File: src/rtl/matrix_scan_pkg.sv
// Shared definitions for the matrix scan controller: FSM state encoding,
// default parameter values and a helper to size the shared timer.
package matrix_scan_pkg;

    typedef enum logic [2:0] {
        ST_IDLE    = 3'd0,
        ST_SETTLE  = 3'd1,
        ST_CONVERT = 3'd2,
        ST_NEXT    = 3'd3,
        ST_DONE    = 3'd4
    } scan_state_e;

    localparam int DEF_ROWS        = 2;
    localparam int DEF_COLS        = 2;
    localparam int DEF_WIDTH       = 5;
    localparam int DEF_SETTLE_CYC  = 16;
    localparam int DEF_TIMEOUT_CYC = 1024;

    // Bits needed to hold the larger of the two timer load values.
    function automatic int timer_width(input int a, input int b);
        int m;
        m = (a > b) ? a : b;
        return $clog2(m + 1);
    endfunction

endpackage

File: src/rtl/scan_timer.sv
// Loadable down-counter shared by settle and ADC-timeout timing.
// expire_o marks the final cycle of a loaded interval (count == 1).
module scan_timer #(
    parameter int W = 11
) (
    input  logic         clk_i,
    input  logic         rst_i,
    input  logic         load_i,
    input  logic [W-1:0] load_val_i,
    output logic         expire_o
);

    logic [W-1:0] count;

    always_ff @(posedge clk_i or posedge rst_i) begin
        if (rst_i) begin
            count <= '0;
        end else if (load_i) begin
            count <= load_val_i;
        end else if (count != '0) begin
            count <= count - W'(1);
        end
    end

    assign expire_o = (count == W'(1));

endmodule

File: src/rtl/matrix_scan_ctrl.sv
// Row-major scan of a mux matrix: settle each pixel address, trigger one
// ADC conversion, wait for completion (with timeout), then advance.
module matrix_scan_ctrl
    import matrix_scan_pkg::*;
#(
    parameter int ROWS        = DEF_ROWS,
    parameter int COLS        = DEF_COLS,
    parameter int Width       = DEF_WIDTH,
    parameter int SETTLE_CYC  = DEF_SETTLE_CYC,
    parameter int TIMEOUT_CYC = DEF_TIMEOUT_CYC
) (
    input  logic             clk_i,
    input  logic             rst_i,
    input  logic             start_i,
    input  logic             adc_done_i,
    output logic [Width-1:0] row_o,
    output logic [Width-1:0] col_o,
    output logic             mux_en_o,
    output logic             adc_start_o,
    output logic             busy_o,
    output logic             frame_done_o,
    output logic             err_o
);

    localparam int TimerW = timer_width(SETTLE_CYC, TIMEOUT_CYC);
    localparam logic [Width-1:0]  LastRow     = Width'(ROWS - 1);
    localparam logic [Width-1:0]  LastCol     = Width'(COLS - 1);
    localparam logic [TimerW-1:0] SettleLoad  = TimerW'(SETTLE_CYC);
    localparam logic [TimerW-1:0] TimeoutLoad = TimerW'(TIMEOUT_CYC);

    scan_state_e       state;
    logic              tmr_load;
    logic [TimerW-1:0] tmr_val;
    logic              tmr_expire;
    logic              last_pixel;
    logic              done_ok;

    assign last_pixel = (row_o == LastRow) && (col_o == LastCol);
    // The trigger cycle itself is excluded: adc_start_o is still high then.
    assign done_ok    = (state == ST_CONVERT) && !adc_start_o && adc_done_i;

    always_comb begin
        tmr_load = 1'b0;
        tmr_val  = SettleLoad;
        case (state)
            ST_IDLE:   tmr_load = start_i;
            ST_SETTLE: begin
                tmr_load = tmr_expire;
                tmr_val  = TimeoutLoad;
            end
            ST_NEXT:   tmr_load = !last_pixel;
            default:   tmr_load = 1'b0;
        endcase
    end

    scan_timer #(
        .W(TimerW)
    ) u_timer (
        .clk_i      (clk_i),
        .rst_i      (rst_i),
        .load_i     (tmr_load),
        .load_val_i (tmr_val),
        .expire_o   (tmr_expire)
    );

    // Addresses only move together with a rising mux_en_o, so the mux never
    // sees an address change while it is driving.
    always_ff @(posedge clk_i or posedge rst_i) begin
        if (rst_i) begin
            state        <= ST_IDLE;
            row_o        <= '0;
            col_o        <= '0;
            mux_en_o     <= 1'b0;
            adc_start_o  <= 1'b0;
            busy_o       <= 1'b0;
            frame_done_o <= 1'b0;
            err_o        <= 1'b0;
        end else begin
            case (state)
                ST_IDLE: begin
                    frame_done_o <= 1'b0;
                    adc_start_o  <= 1'b0;
                    if (start_i) begin
                        row_o    <= '0;
                        col_o    <= '0;
                        err_o    <= 1'b0;
                        busy_o   <= 1'b1;
                        mux_en_o <= 1'b1;
                        state    <= ST_SETTLE;
                    end
                end
                ST_SETTLE: begin
                    if (tmr_expire) begin
                        adc_start_o <= 1'b1;
                        state       <= ST_CONVERT;
                    end
                end
                ST_CONVERT: begin
                    adc_start_o <= 1'b0;
                    if (done_ok) begin
                        mux_en_o <= 1'b0;
                        state    <= ST_NEXT;
                    end else if (tmr_expire) begin
                        err_o    <= 1'b1;
                        mux_en_o <= 1'b0;
                        busy_o   <= 1'b0;
                        state    <= ST_IDLE;
                    end
                end
                ST_NEXT: begin
                    if (last_pixel) begin
                        frame_done_o <= 1'b1;
                        state        <= ST_DONE;
                    end else begin
                        if (col_o == LastCol) begin
                            col_o <= '0;
                            row_o <= row_o + Width'(1);
                        end else begin
                            col_o <= col_o + Width'(1);
                        end
                        mux_en_o <= 1'b1;
                        state    <= ST_SETTLE;
                    end
                end
                ST_DONE: begin
                    frame_done_o <= 1'b0;
                    busy_o       <= 1'b0;
                    state        <= ST_IDLE;
                end
                default: begin
                    mux_en_o    <= 1'b0;
                    adc_start_o <= 1'b0;
                    busy_o      <= 1'b0;
                    state       <= ST_IDLE;
                end
            endcase
        end
    end

endmodule

File: config.mk
export PLATFORM = sky130hd
export DESIGN_NAME = matrix_scan_ctrl
export DESIGN_NICKNAME = d
export VERILOG_FILES = /design/src/rtl/matrix_scan_pkg.sv /design/src/rtl/scan_timer.sv /design/src/rtl/matrix_scan_ctrl.sv
export SDC_FILE = /design/constraint.sdc
export NUM_CORES = 1
export LEC_CHECK = 0
export BUFFER_PORTS_ARGS = -buffer_cell sky130_fd_sc_hd__buf_2
export CELL_PAD_IN_SITES_DETAIL_PLACEMENT = 1
export CELL_PAD_IN_SITES_GLOBAL_PLACEMENT = 1
export CORE_MARGIN = 4
export CORE_UTILIZATION = 50
export CTS_BUF_LIST = sky130_fd_sc_hd__clkbuf_4 sky130_fd_sc_hd__clkbuf_8
export DETAILED_ROUTE_END_ITERATION = 12
export PLACE_DENSITY_LB_ADDON = 0.2
export SLEW_MARGIN = 5
export SYNTH_ARGS = -nofsm -noshare
export SYNTH_HDL_FRONTEND = slang
export SYNTH_SLANG_ARGS = --single-unit
File: constraint.sdc
create_clock -name clk_i -period 4.9 [get_ports clk_i]
set_clock_uncertainty 0.2 [all_clocks]
set_input_delay 0.735 -clock clk_i [delete_from_list [all_inputs] [get_ports clk_i]]
set_output_delay 0.735 -clock clk_i [all_outputs]
set_load 0.01 [all_outputs]
==> summary.txt <==
Worst setup path
  – Crit path from: u_timer.count[6]
  – Worst r2r src: u_timer.count[6]
  – Crit path capture type: flip-flop
  – Worst path arrival time: 2.57 ns
  – Worst EP required: 4.91 ns
  – CP Class: flip-flop to flip-flop
  – Worst-path maximum fanout: 8
  – Crit path launch type: flip-flop

Layout
  – Fraction of layout instances using a drive strength above 1: 0.183
  – Fill count: 365
  – Commonest non-fill, non-tap cells in the layout: dfrtp_1, nor2_1, nand2_1, buf_2, a21oi_1
  – NumNets Final: 201
  – Number of diodes: 0
  – Layout area overhead: 11.1%
  – Commonest non-fill, non-tap cell in the layout: dfrtp_1

Synth
  – Ys flop type: dfrtp_1
  – Cells after synthesis: 170
  – Synth warn: 0
  – Distinct cells, synth: 43
  – Number of synthesized flops with an enable pin: 0
  – Area leader, netlist: dfrtp_1
  – #FFs+latches synth: 29
  – Syn_nets: 180
  – Seq/Total Area, Yosys: 0.448
  – Post-Syn Area: 1620 µm²
  – Post-synth top area share: 0.448
  – Asr flop ratio synth: 1.00
  – Syn avg cell area: 9.52 µm²
  – Ranking of synthesized cells by area: dfrtp_1, nor2_1, ha_1

Detailed routing
  – Residual DRC: 0
  – Wire per inst: 16.3 µm
  – Vias: 1358
  – Avg Vias per Cell: 5.78
  – DRT iter0 DRCs: 139
  – Routed Wire Length: 3820 µm
  – Antenna viol nets, final: 0
  – Detailed-router iteration count before antenna repair: 4

Timing
  – Max-slew violation count: 0
  – Worst-margin pin slew: 1.09 ns
  – Relative slew slack: 0.271
  – Final setup fails: 0
  – Min cycle time layout: 2.56 ns
  – Unrepaired setup endpoints after global routing: false
  – Maximum clock rate: 391 MHz
  – Setup WS post-layout: 2.34 ns
  – Fin crit share: 0.522
  – Final Hold Fails: 0
  – Setup_tns: 0 ns

Power
  – Maximum VDD drop: 260 µV
  – P_sw: 401 µW
  – Switching Share: 0.426
  – Sequential power share: 0.459
  – Clock share of power: 0.165
  – P_int: 541 µW
  – Static Leak: 0.807 nW
  – Comb power frac: 0.375
  – Pwr Density: 523 nW/µm²

Global routing
  – GRT overflow: 0
  – Gr usage total: 0.207
  – First-pass GRT wire length: 6710 µm
  – Vias in the first global route: 1396
  – Largest net degree at the start of global routing: 30
  – Initial antenna violation count: 0

Place
  – Placer Congestion: 0.853
  – Pre-CTS WS: 2.34 ns
  – Port bufs: 18
  – Detailed placer's ending HPWL: 2760 µm

CTS
  – Clock sinks: 29
  – Worst-Skew Late Latency: 0.33 ns
  – Hold_buf cts: 0
  – Clock Tree Buf Depth: 2
  – H-tree depth: 2
  – TritonCTS Buffers: 5
  – Root Driver: clkbuf_4
  – CTS tree: built
  – Post-CTS setup buffer count: 0
  – Post-CTS resize count: 0
  – Clock transition at path regs: 0.09 ns

Die
  – Die Ht: 64.9 µm
  – Number of I/O pins: 19
  – Die span in x: 64.9 µm
  – Core area: 3080 µm²
  – # rows: 20
  – Starting Density: 0.526
  – Die area: 4210 µm²

Status
  – Status: complete, no violations

Worst hold path
  – Hold Startpoint: err_o
  – Min-delay worst type: flip-flop to flip-flop

Run
  – MaxCap Viol Count: 0
==> through the flow <==
| step | instances | hold slack [ns] | area [µm²] | utilization | power, mW |
|---|---|---|---|---|---|
| global placement | 228 | 0.269 | 1740 | 0.565 | 0.761 |
| finish | 235 | 0.290 | 1800 | 0.585 | 0.941 |
| detailed placement | 228 | 0.278 | 1740 | 0.565 | 0.792 |
| floorplan | 170 | 0.315 | 1620 | - | 0.664 |
| CTS | 235 | 0.298 | 1800 | 0.585 | 0.949 |
| global route | 235 | 0.321 | 1800 | 0.585 | 1.02 |
==> path summary, 6_finish.rpt <==
kind | to | slack (ns) | cells past startpoint
max reg2reg | row_o[1] | 2.34 | 5
min in group asynchronous | u_timer.count[0] | 0.47 | 2
max | row_o[1] | 2.34 | 5
min | err_o | 0.29 | 1
min reg2reg | err_o | 0.29 | 1
max in group asynchronous | row_o[2] | 3.37 | 2
==> area by class of cell <==
class                   instances  area, µm²  area share
repair buffers                 18       90.1      0.0501
clock buffers                   7       58.8      0.0327
multi-input cells             130        843       0.469
well taps                      44       55.1      0.0306
flip-flops and latches         29        726       0.403
inverters                       7       26.3      0.0146
==> power by group through the flow <==
stage	Sequential, mW	Combinational [mW]	Clock, mW
floorplan	0.421	0.243	0
global placement	0.425	0.336	0
detailed placement	0.438	0.355	0
CTS	0.433	0.359	0.158
global route	0.448	0.400	0.174
finish	0.432	0.353	0.156
==> cells in the mapped netlist (all sizes together) (2+ instances only) <==
library cell,count
nor2b,5
or4,5
o31ai,5
ha,6
inv,7
nand2b,3
xnor2,2
nor2,21
a211oi,3
o21ai,8
buf,2
mux2,3
a21oi,11
a31oi,3
or3,4
dfrtp,29
mux2i,3
nand2,18
nor4b,2
clkbuf,2
nor3b,3
nor3,2
nand3,7
==> per-layer routing <==
layer / GRT usage / vias up / part of all wire / routed length, µm
met5: 0 / - / 0 / 0
met4: 0.0554 / 0 / 0.012 / 47
met3: 0.0520 / 6 / 0.041 / 156
met2: 0.360 / 26 / 0.51 / 1960
met1: 0.253 / 670 / 0.43 / 1660
li1: - / 656 / - / -
==> worst max-delay path, stage by stage, from the launching register on <==
cell     delay (ns)
dfrtp_1        0.44
nor4_4         0.49
and4_1         0.44
o22ai_4        0.17
nor3_1         0.33
mux2_2         0.38
==> flip-flops by register name, indices dropped and copies added, names as in the netlist <==
name	count
col_o	5
mux_en_o	1
frame_done_o	1
adc_start_o	1
busy_o	1
row_o	5
u_timer.count	11
state	3
err_o	1
==> logic make-up (layout without fill, tap and decap cells) <==
kind of cell / Yosys count / after routing / share of synthesized area
flops: 29 / 29 / 0.448
simple gates: 77 / 77 / 0.261
buf+inv: 11 / 32 / 0.0309
mux: 6 / 6 / 0.0394
compound gates: 38 / 38 / 0.158
xor+xnor: 3 / 3 / 0.0162
fa+ha+maj: 6 / 6 / 0.0464
Power figures use the tool's default switching activity.
